**src/rtl/alu_mc_pkg.sv**
```systemverilog
// Shared types for the multi-cycle ALU: opcodes, flag bit positions, FSM states.
// Build option ALU_DIV_EN makes DIV/MOD iterative instead of illegal single-cycle ops.
package alu_defs;

  typedef enum logic [2:0] {
    ARITH_SUM = 3'b000,
    ARITH_RES = 3'b001,
    ARITH_MUL = 3'b010,
    CR_       = 3'b011,
    LOG_AND   = 3'b100,
    LOG_OR    = 3'b101,
    ARITH_DIV = 3'b110,
    ARITH_MOD = 3'b111
  } opcode_t;

  localparam int FLAG_Z = 0;
  localparam int FLAG_N = 1;
  localparam int FLAG_C = 2;
  localparam int FLAG_V = 3;

  typedef enum logic [1:0] {
    IDLE = 2'b00,
    BUSY = 2'b01,
    DONE = 2'b10
  } state_t;

  function automatic logic is_iter_op(input opcode_t op);
`ifdef ALU_DIV_EN
    return (op == ARITH_MUL) || (op == ARITH_DIV) || (op == ARITH_MOD);
`else
    return (op == ARITH_MUL);
`endif
  endfunction

endpackage

```
**src/rtl/alu_mc_if.sv**
```systemverilog
// Operand/result handshake bundle between decode, the ALU and writeback.
// slave = ALU side, master = the driver of operands and consumer of results.
interface alu_mc_if #(
  parameter int N = 16
);
  import alu_defs::*;

  logic         valid_i;
  logic         ready_o;
  logic [N-1:0] a_i;
  logic [N-1:0] b_i;
  opcode_t      opcode_i;
  logic         valid_o;
  logic         ready_i;
  logic [N-1:0] result_o;
  logic [3:0]   ALUFlags;

  modport slave (
    input  valid_i, a_i, b_i, opcode_i, ready_i,
    output ready_o, valid_o, result_o, ALUFlags
  );

  modport master (
    output valid_i, a_i, b_i, opcode_i, ready_i,
    input  ready_o, valid_o, result_o, ALUFlags
  );

endinterface

```
**src/rtl/alu_mc_iter_unit.sv**
```systemverilog
// Shared shift/count engine: shift-add multiply and, with ALU_DIV_EN, restoring divide.
// lo_o/hi_o present the outcome of the current step, so they hold the final answer while done_o is high.
module alu_iter_unit
  import alu_defs::*;
#(
  parameter int N = 16
) (
  input  logic         clk_i,
  input  logic         rst_n_i,
  input  logic         start_i,
  input  logic         op_i,
  input  logic [N-1:0] a_i,
  input  logic [N-1:0] b_i,
  output logic         done_o,
  output logic [N-1:0] lo_o,
  output logic [N-1:0] hi_o
);

  localparam int CW = $clog2(N);

  logic          run_q;
  logic [CW-1:0] cnt_q;
  logic [N-1:0]  lo_q;
  logic [N-1:0]  hi_q;
  logic [N-1:0]  b_q;
  logic [N-1:0]  lo_d;
  logic [N-1:0]  hi_d;
  logic [N:0]    mul_sum;

`ifdef ALU_DIV_EN
  logic          div_q;
  logic [N:0]    rem_s;
  logic [N+1:0]  rem_diff;
`else
  logic          unused_op;
  assign unused_op = op_i;
`endif

  always_comb begin
    // Multiply: {hi,lo} holds partial product above the unconsumed multiplier bits.
    mul_sum = {1'b0, hi_q} + (lo_q[0] ? {1'b0, b_q} : '0);
    lo_d    = {mul_sum[0], lo_q[N-1:1]};
    hi_d    = mul_sum[N:1];
`ifdef ALU_DIV_EN
    // Divide: hi is the partial remainder, lo shifts out dividend and in quotient bits.
    // The extra top bit keeps b==0 from ever borrowing, giving an all-ones quotient.
    rem_s    = {hi_q, lo_q[N-1]};
    rem_diff = {1'b0, rem_s} - {2'b00, b_q};
    if (div_q) begin
      if (!rem_diff[N+1]) begin
        hi_d = rem_diff[N-1:0];
        lo_d = {lo_q[N-2:0], 1'b1};
      end else begin
        hi_d = rem_s[N-1:0];
        lo_d = {lo_q[N-2:0], 1'b0};
      end
    end
`endif
  end

  assign done_o = run_q && (cnt_q == CW'(N - 1));
  assign lo_o   = lo_d;
  assign hi_o   = hi_d;

  always_ff @(posedge clk_i or negedge rst_n_i) begin
    if (!rst_n_i) begin
      run_q <= 1'b0;
      cnt_q <= '0;
      lo_q  <= '0;
      hi_q  <= '0;
      b_q   <= '0;
`ifdef ALU_DIV_EN
      div_q <= 1'b0;
`endif
    end else if (start_i) begin
      run_q <= 1'b1;
      cnt_q <= '0;
      lo_q  <= a_i;
      hi_q  <= '0;
      b_q   <= b_i;
`ifdef ALU_DIV_EN
      div_q <= op_i;
`endif
    end else if (run_q) begin
      lo_q  <= lo_d;
      hi_q  <= hi_d;
      cnt_q <= cnt_q + 1'b1;
      if (done_o) run_q <= 1'b0;
    end
  end

endmodule

```
**src/rtl/alu_mc.sv**
```systemverilog
// Execute-stage ALU: one op per handshake, registered result and Z/N/C/V flags.
// ALU_DIV_EN selects an iterative divider for DIV/MOD; otherwise they return an illegal-op result.
module alu_mc
  import alu_defs::*;
#(
  parameter int N = 16
) (
  input  logic      clk_i,
  input  logic      rst_n_i,
  alu_mc_if.slave   bus
);

  state_t       state_q;
  logic [N-1:0] result_q;
  logic [3:0]   flags_q;
  opcode_t      op_q;
`ifdef ALU_DIV_EN
  logic         div0_q;
`endif

  logic         accept;
  logic         start;
  logic [N:0]   sum_w;
  logic [N-1:0] diff_w;
  logic [N-1:0] s_res;
  logic         s_c;
  logic         s_v;
  logic [N-1:0] i_res;
  logic         i_c;
  logic         i_v;
  logic         iter_done;
  logic [N-1:0] iter_lo;
  logic [N-1:0] iter_hi;

  function automatic logic [3:0] pack_flags(input logic [N-1:0] r, input logic c, input logic v);
    logic [3:0] f;
    f         = '0;
    f[FLAG_Z] = (r == '0);
    f[FLAG_N] = r[N-1];
    f[FLAG_C] = c;
    f[FLAG_V] = v;
    return f;
  endfunction

  assign bus.ready_o  = rst_n_i && ((state_q == IDLE) || ((state_q == DONE) && bus.ready_i));
  assign bus.valid_o  = (state_q == DONE);
  assign bus.result_o = result_q;
  assign bus.ALUFlags = flags_q;

  assign accept = bus.valid_i && bus.ready_o;
  assign start  = accept && is_iter_op(bus.opcode_i);

  alu_iter_unit #(.N(N)) u_iter (
    .clk_i   (clk_i),
    .rst_n_i (rst_n_i),
    .start_i (start),
    .op_i    (bus.opcode_i != ARITH_MUL),
    .a_i     (bus.a_i),
    .b_i     (bus.b_i),
    .done_o  (iter_done),
    .lo_o    (iter_lo),
    .hi_o    (iter_hi)
  );

  always_comb begin
    sum_w  = {1'b0, bus.a_i} + {1'b0, bus.b_i};
    diff_w = bus.a_i - bus.b_i;
    s_res  = '0;
    s_c    = 1'b0;
    s_v    = 1'b0;
    case (bus.opcode_i)
      ARITH_SUM: begin
        s_res = sum_w[N-1:0];
        s_c   = sum_w[N];
        s_v   = (bus.a_i[N-1] == bus.b_i[N-1]) && (sum_w[N-1] != bus.a_i[N-1]);
      end
      ARITH_RES: begin
        s_res = diff_w;
        s_c   = (bus.a_i < bus.b_i);
        s_v   = (bus.a_i[N-1] != bus.b_i[N-1]) && (diff_w[N-1] != bus.a_i[N-1]);
      end
      CR_:     s_res = bus.b_i;
      LOG_AND: s_res = bus.a_i & bus.b_i;
      LOG_OR:  s_res = bus.a_i | bus.b_i;
`ifndef ALU_DIV_EN
      ARITH_DIV, ARITH_MOD: s_v = 1'b1;
`endif
      default: ;
    endcase
  end

  always_comb begin
    i_res = iter_lo;
    i_c   = 1'b0;
    i_v   = 1'b0;
    case (op_q)
      ARITH_MUL: i_c = |iter_hi;
`ifdef ALU_DIV_EN
      ARITH_DIV: i_v = div0_q;
      ARITH_MOD: begin
        i_res = iter_hi;
        i_v   = div0_q;
      end
`endif
      default: ;
    endcase
  end

  always_ff @(posedge clk_i or negedge rst_n_i) begin
    if (!rst_n_i) begin
      state_q  <= IDLE;
      result_q <= '0;
      flags_q  <= '0;
      op_q     <= ARITH_SUM;
`ifdef ALU_DIV_EN
      div0_q   <= 1'b0;
`endif
    end else begin
      case (state_q)
        IDLE, DONE: begin
          if (accept) begin
            if (start) begin
              state_q <= BUSY;
              op_q    <= bus.opcode_i;
`ifdef ALU_DIV_EN
              div0_q  <= (bus.b_i == '0);
`endif
            end else begin
              state_q  <= DONE;
              result_q <= s_res;
              flags_q  <= pack_flags(s_res, s_c, s_v);
            end
          end else if ((state_q == DONE) && bus.ready_i) begin
            state_q <= IDLE;
          end
        end
        BUSY: begin
          if (iter_done) begin
            state_q  <= DONE;
            result_q <= i_res;
            flags_q  <= pack_flags(i_res, i_c, i_v);
          end
        end
        default: state_q <= IDLE;
      endcase
    end
  end

endmodule

```
**src/flat_wrapper.sv**
```systemverilog
// flat-port wrapper written by rule: the top's interface ports become plain ports
module alu_mc_flat import alu_defs::*;
#(
  parameter int N = 16
)
  (clk_i, rst_n_i, bus_valid_i, bus_a_i, bus_b_i, bus_opcode_i, bus_ready_i, bus_ready_o, bus_valid_o, bus_result_o, bus_ALUFlags);
  alu_mc_if #(.N(N)) bus_i ();
  input  logic clk_i;
  input  logic rst_n_i;
  input wire logic [$bits(bus_i.valid_i)-1:0] bus_valid_i;
  input wire logic [$bits(bus_i.a_i)-1:0] bus_a_i;
  input wire logic [$bits(bus_i.b_i)-1:0] bus_b_i;
  input wire logic [$bits(bus_i.opcode_i)-1:0] bus_opcode_i;
  input wire logic [$bits(bus_i.ready_i)-1:0] bus_ready_i;
  output wire logic [$bits(bus_i.ready_o)-1:0] bus_ready_o;
  output wire logic [$bits(bus_i.valid_o)-1:0] bus_valid_o;
  output wire logic [$bits(bus_i.result_o)-1:0] bus_result_o;
  output wire logic [$bits(bus_i.ALUFlags)-1:0] bus_ALUFlags;
  assign bus_i.valid_i = bus_valid_i;
  assign bus_i.a_i = bus_a_i;
  assign bus_i.b_i = bus_b_i;
  assign bus_i.opcode_i = bus_opcode_i;
  assign bus_i.ready_i = bus_ready_i;
  assign bus_ready_o = bus_i.ready_o;
  assign bus_valid_o = bus_i.valid_o;
  assign bus_result_o = bus_i.result_o;
  assign bus_ALUFlags = bus_i.ALUFlags;
  alu_mc #(.N(N)) u_core (.clk_i(clk_i), .rst_n_i(rst_n_i), .bus(bus_i));
endmodule
```
**config.mk**
```make
export PLATFORM = sky130hd
export DESIGN_NAME = alu_mc_flat
export DESIGN_NICKNAME = d
export VERILOG_FILES = /design/src/rtl/alu_mc_pkg.sv /design/src/rtl/alu_mc_if.sv /design/src/rtl/alu_mc_iter_unit.sv /design/src/rtl/alu_mc.sv /design/src/flat_wrapper.sv
export SDC_FILE = /design/constraint.sdc
export NUM_CORES = 1
export LEC_CHECK = 0
export ABC_AREA = 0
export CORE_MARGIN = 1
export CORE_UTILIZATION = 45
export CTS_BUF_LIST = sky130_fd_sc_hd__clkbuf_16
export DETAILED_ROUTE_END_ITERATION = 16
export DONT_BUFFER_PORTS = 1
export GPL_TIMING_DRIVEN = 0
export MAX_ROUTING_LAYER = met4
export PLACE_DENSITY = 0.57
export SYNTH_ARGS = -nofsm -noshare
export SYNTH_HDL_FRONTEND = slang
export SYNTH_SLANG_ARGS = --single-unit
```
**constraint.sdc**
```tcl
create_clock -name clk_i -period 8.85 [get_ports clk_i]
set_clock_uncertainty 0.05 [all_clocks]
set_input_delay 1.77 -clock clk_i [delete_from_list [all_inputs] [get_ports clk_i]]
set_output_delay 1.77 -clock clk_i [all_outputs]
set_load 0.02 [all_outputs]
```
* Word-level counts from Yosys, hierarchy flattened
Index checks and enable logic that the tools add are counted.
Operators by class: add/sub/neg operators 4, order comparisons 1, equal/unequal tests 19, muxes and demuxes 27, bitwise operators 2, reduce and logical (&&, ||, !) cells 20
Operators by type and width (count):
- two-way mux 16 bit | 8
- one-hot mux 16 bit (5 select lines) | 1
- zero test 16 bit | 2
- one-hot mux 16 bit (2 select lines) | 1
- two-way mux 4 bit | 5
- adder 16 x 16 -> 17 bit | 1
- adder 16 x 17 -> 17 bit | 1
- AND 16 bit | 1
- < comparator 16 bit | 1
- OR 16 bit | 1
- OR reduction 16 bit | 1
- subtractor 16 bit | 1
- == test 3 bit (second input constant) | 4
- == test 3 x 2 -> 1 bit (second input constant) | 3
- two-way mux 2 bit | 4
- one-hot mux 4 bit (2 select lines) | 1
- logical AND 1 bit | 7
- adder 4 x 1 -> 4 bit (second input constant) | 1
- == test 4 bit (second input constant) | 1
- two-way mux 1 bit | 4
- != test 2 x 1 -> 1 bit (second input constant) | 2
- one-hot mux 2 bit (2 select lines) | 1
- AND reduction 4 bit | 1
- nonzero test 2 bit | 2
- other kinds (15) | 18
Storage, ports and cells: register bits after elaboration 78, bits of input ports 39, word-level logic and storage cells 82

* Logic depth before layout (Yosys ltp)
word-level depth 9, depth in mapped cells 13

* By module
Synthesis repeated with hierarchy kept, for this count alone.
Second synthesis, totals: cells, all modules 841, area total of the unflattened synthesis 6935.4 um^2
Modules (own cells, without submodules):
- alu_mc | instances 1, cells an instance 487, area each 3606.0 um^2, seq. area each 600.6 um^2
- alu_iter_unit | instances 1, cells an instance 354, area each 3329.4 um^2, seq. area each 1326.3 um^2

* Least setup slack after synthesis
OpenSTA, ideal clock, no wires.
path kind input port to flip-flop, start input bus_a_i[0], end register u_core.flags_q[0], in the netlist u_core.bus.ALUFlags[0], arrival time 4.089 ns, data required time 8.708 ns, path slack 4.619 ns, stages 13, buffers on the path 0, cell sequence inv_1 > ha_1 > inv_1 > fa_1 > nand2b_4 > a221oi_2 > o21ba_2 > a2111oi_2 > xnor2_1 > o2111ai_1 > nor4_1 > nand4_1 > o31ai_2
Between the ends: cells in the longest elaborated chain, start to end 6, elaborated cells on any way between the ends 9, classes of those cells 2 x add/sub; 4 x mux; 2 x bitwise; 1 x reduce/logical
Ends and longest elaborated chain:
- start, declared | line flat_wrapper.sv:11 | input wire logic [$bits(bus_i.a_i)-1:0] bus_a_i;
- subtractor 16 bit (tied with other cells) | line alu_mc.sv:67 | diff_w = bus.a_i - bus.b_i;
- one-hot mux 16 bit (5 select lines) (*) | line alu_mc.sv:71 | case (bus.opcode_i)
- zero test 16 bit (*) | line alu_mc.sv:38 | f[FLAG_Z] = (r == '0);
- two-way mux 4 bit (*) | line alu_mc.sv:122 | if (start) begin
- two-way mux 4 bit (*) | line alu_mc.sv:121 | if (accept) begin
- one-hot mux 4 bit (2 select lines) (*) | line alu_mc.sv:119 | case (state_q)
- end signal, assigned | line alu_mc.sv:131 | flags_q <= pack_flags(s_res, s_c, s_v);
- end signal, assigned | line alu_mc.sv:141 | flags_q <= pack_flags(i_res, i_c, i_v);
- end, declared | line alu_mc.sv:15 | logic [3:0] flags_q;
Every way passes the cells marked *; elsewhere a longest branch is shown, timed or not. The select of a mux whose other input is x is not followed. A chain may end at the register's enable or synchronous reset.

* Final worst setup path
start input bus_b_i[0], end register u_core.flags_q[0], in the netlist u_core.bus.ALUFlags[0]
Between the ends: cells in the longest elaborated chain, start to end 6, elaborated cells on any way between the ends 9, classes of those cells 2 x add/sub; 4 x mux; 2 x bitwise; 1 x reduce/logical
Ends and longest elaborated chain:
- start, declared | line flat_wrapper.sv:12 | input wire logic [$bits(bus_i.b_i)-1:0] bus_b_i;
- subtractor 16 bit (tied with other cells) | line alu_mc.sv:67
- one-hot mux 16 bit (5 select lines) (*) | line alu_mc.sv:71
- zero test 16 bit (*) | line alu_mc.sv:38
- two-way mux 4 bit (*) | line alu_mc.sv:122
- two-way mux 4 bit (*) | line alu_mc.sv:121
- one-hot mux 4 bit (2 select lines) (*) | line alu_mc.sv:119
Marked as above.

==> impl_metrics.tcl <==
set metrics [dict create \
    drtIter0Drc 441 \
    wl_met3_um 1270 \
    period_share_pct 50.6 \
    top_layer_used "met4" \
    rsz0062_at_grt "false" \
    setup_violations 0 \
    synth_area_sq_um 6730 \
    htree_levels 3 \
    grt_usage_pct 29.0 \
    grt_pass1_wl_um 33900 \
    layout_common_cells "dfrtp_1 (77), nand2_1 (76), nor2_1 (74)" \
    yosysSeqAreaShare_pct 28.6 \
    crit_chain "ha_1 > inv_1 > fa_1 > nor2b_1 > o21ai_0 > o211ai_1 > o2111ai_1 > a32oi_1 > o2111ai_1 > nor4_1 > nand4_1 > o31ai_2" \
    tightest_slew_ns 0.885 \
    ys.flop_type "dfrtp_1" \
    dp.final_hpwl_um 17100 \
    cpMostUsedCell "o2111ai_1" \
    hold_viol_final 0 \
    via_per_inst 6.01 \
    die-area_sq_um 15400 \
    ys.warnings.count 0 \
    pin_count 61 \
    clockRootBuffer "clkbuf_16" \
    wirelength_um 21500 \
    crit_path_max_fanout 4 \
    cp_num_buf_inv 1 \
    p_leak_nw 3.36 \
    synth_edf_count 0 \
    yosysUniqueCellTypes 73 \
    gp_congestion 0.931 \
    synth-seq-cells 77 \
    postCtsHoldBufs 0 \
    path_depth 12 \
    fin_setup_tns_ns 0 \
    power_w 0.00181 \
    slowest_stage "nor4_1" \
    synth_top_family_by_area "compound AO/OA/AOI/OAI gates" \
    path_class "input pin to flop" \
    ir_worst_vdd_mv 0.0972 \
    wl_met1_um 9150 \
    fillers 1453 \
    maxSlewViolCount 0 \
    yosys.area_share.simple_pct 18.4 \
    slew_headroom_pct 40.8 \
    grt_overflow 0 \
    layout_commonest_cell "dfrtp_1" \
    max_clock_freq_mhz 223 \
    die_x_um 124 \
    postLayoutCellArea_sq_um 7250 \
    synth_fa_ha_area_share_pct 13.5 \
    crit_path_end "u_core.bus.ALUFlags[0]" \
    grt_pass1_vias 6173 \
    initial_core_util_pct 46.3 \
    status "finished, final reports clean" \
    maxCapViolations 0 \
    r2r-end "u_core.bus.ALUFlags[2]" \
    clk_latency_ns 0.34 \
    layout-drive-gt1-share_pct 5.60 \
    port_buffers 0 \
    syn_inst 806 \
    cp-start-kind "input pin" \
    muxShareOfSynthArea_pct 5.86 \
    clockBufferDepth 2 \
    nets 927 \
    syn_avg_cell_area_sq_um 8.35 \
    post-route-drc-count 0 \
    cp.arrival_ns 4.68 \
    holdWs_ns 0.423 \
    antenna_found_initial 2 \
    areaGrowthSynthToFinish_pct 7.70 \
    syn_nets 916 \
    hold_depth 1 \
    placed_area_sq_um 6960 \
    reg2reg_from "u_core.u_iter.lo_q[0]" \
    cts_tree "yes" \
    cts.sinks 77 \
    setup.worst_path.start "bus_b_i[0]" \
    powerDensity_nw_per_um2 250 \
    min_path_type "flop to flop" \
    met2_length_um 10600 \
    crit_family "compound AO/OA/AOI/OAI gates" \
    rows 44 \
    first_pass_iters 7 \
    num_vias 6060 \
    critPathCaptureType "flop" \
    synth_compound_area_share_pct 24.4 \
    wire_per_inst_um 21.3 \
    critPathRequiredTime_ns 9.05 \
    cts_buffers 9 \
    final_antenna_net_count 0 \
    period_needed_ns 4.48 \
    clkTransAtPathRegs_ns 0.06 \
    r2r_setup_slack_ns 5.41 \
    postCtsSetupBuffers 0 \
    core_sq_um 14500 \
    grt_max_degree 80 \
    hold_path_startpoint "u_core.op_q[1]" \
    die_h_um 124 \
    cts-resized-gates 0 \
    cp_slowest_stage_delay_ns 0.41 \
    ff2ff_path_depth 12 \
    async_flop_share_pct 100 \
    synth-xor-area-share_pct 3.25 \
]
## power breakdown
part           total [W]  internal, W  leakage (nW)  switching (W)
clock           0.000357     0.000214         0.139       0.000143
sequential      0.000623     0.000487         0.953       0.000135
combinational   0.000830     0.000352          2.27       0.000478
total            0.00181      0.00105          3.36       0.000757
## synthesized netlist by cell type (all sizes together), types with 3 or more instances
cell type  instances  area, sq um
a2111oi           10          119
nor3              15         75.1
a211o              3         26.3
a21boi             3         22.5
mux2i             36          360
a21oi             35          175
inv               54          203
a31o               4         35.0
or3                6         37.5
o21bai             4         30.0
buf               20          103
o21ba              3         30.0
mux2               3         33.8
ha                68          851
and2              18          113
a221oi             6         65.1
o31a               3         26.3
nand2             76          285
nor2              74          278
nand2b            18          120
fa                 3         60.1
o2111ai            7         61.3
o31ai              5         42.5
o211ai             8         60.1
o21ai             77          385
xnor2             16          140
nor2b             14         95.1
and3               3         18.8
nand4              5         31.3
or2                4         25.0
or4                6         48.8
a21o              15          113
nor4               5         31.3
xor2               9         78.8
o22ai              3         18.8
a31oi              7         43.8
a211oi            17          128
nand3              7         35.0
o21a               7         52.6
clkbuf            25         93.8
dfrtp             77         1930
## worst reg2reg max path, cell delays in order (launching register included)
cell	delay, ns
dfrtp_1	0.46
clkbuf_1	0.29
nand2_1	0.16
fa_1	0.48
nand2b_1	0.18
a21oi_1	0.20
o31a_1	0.22
o2111ai_1	0.17
a31oi_1	0.30
o21ai_0	0.18
a2111oi_2	0.32
and4b_1	0.25
o21ai_1	0.07
## state kept, by name, summed over array words and instances (netlist names)
name / flops
u_core.u_iter.b_q: 16
u_core.u_iter.hi_q: 16
u_core.u_iter.lo_q: 16
u_core.bus.result_o: 15
u_core.bus.ALUFlags: 4
u_core.u_iter.cnt_q: 4
u_core.op_q: 3
u_core.state_q: 2
u_core.u_iter.run_q: 1
## worst min path at each step
| stage | slack (ns) | endpoint |
|---|---|---|
| 2_1_floorplan | 0.38 | u_core.op_q[1] |
| 6_report | 0.42 | u_core.op_q[1] |
| 3_5_place_dp | 0.40 | u_core.op_q[1] |
| 5_1_grt | 0.43 | u_core.op_q[1] |
| 3_3_place_gp | 0.40 | u_core.op_q[1] |
| 4_1_cts | 0.42 | u_core.op_q[1] |
## per-stage QoR
step	util (%)	setup slack, ns	cells
after floorplan	-	4.62	806
after global placement	47.9	4.09	990
after detailed placement	47.9	4.09	990
after CTS	49.8	4.44	1006
after global routing	49.9	4.23	1008
final	49.9	4.37	1008
## layout make-up
class / count / area [sq um] / area share, %
tap: 184 / 230 / 3.18
clock inverter: 7 / 57.6 / 0.794
antenna: 2 / 5.00 / 0.0691
inverter: 54 / 203 / 2.80
clock buffer: 9 / 225 / 3.11
buffer: 45 / 196 / 2.71
sequential: 77 / 1930 / 26.6
multi-input combinational: 630 / 4400 / 60.7
## layer usage
layer	global-route usage, %	up-vias
li1	-	2905
met1	35.2	2944
met2	48.5	174
met3	5.80	37
met4	8.58	0
met5	-	-
## cells by family (layout without fill, tap and decap cells)
family / after synthesis / count (layout)
xor gates and xnor gates: 25 / 25
muxes: 39 / 39
buffers and inverters: 99 / 115
adders and majority gates: 71 / 71
other: 0 / 2
DFF: 77 / 77
AOI/OAI and AO/OA: 239 / 239
and+or+nand+nor: 256 / 256
Power figures use the tool's default switching activity.
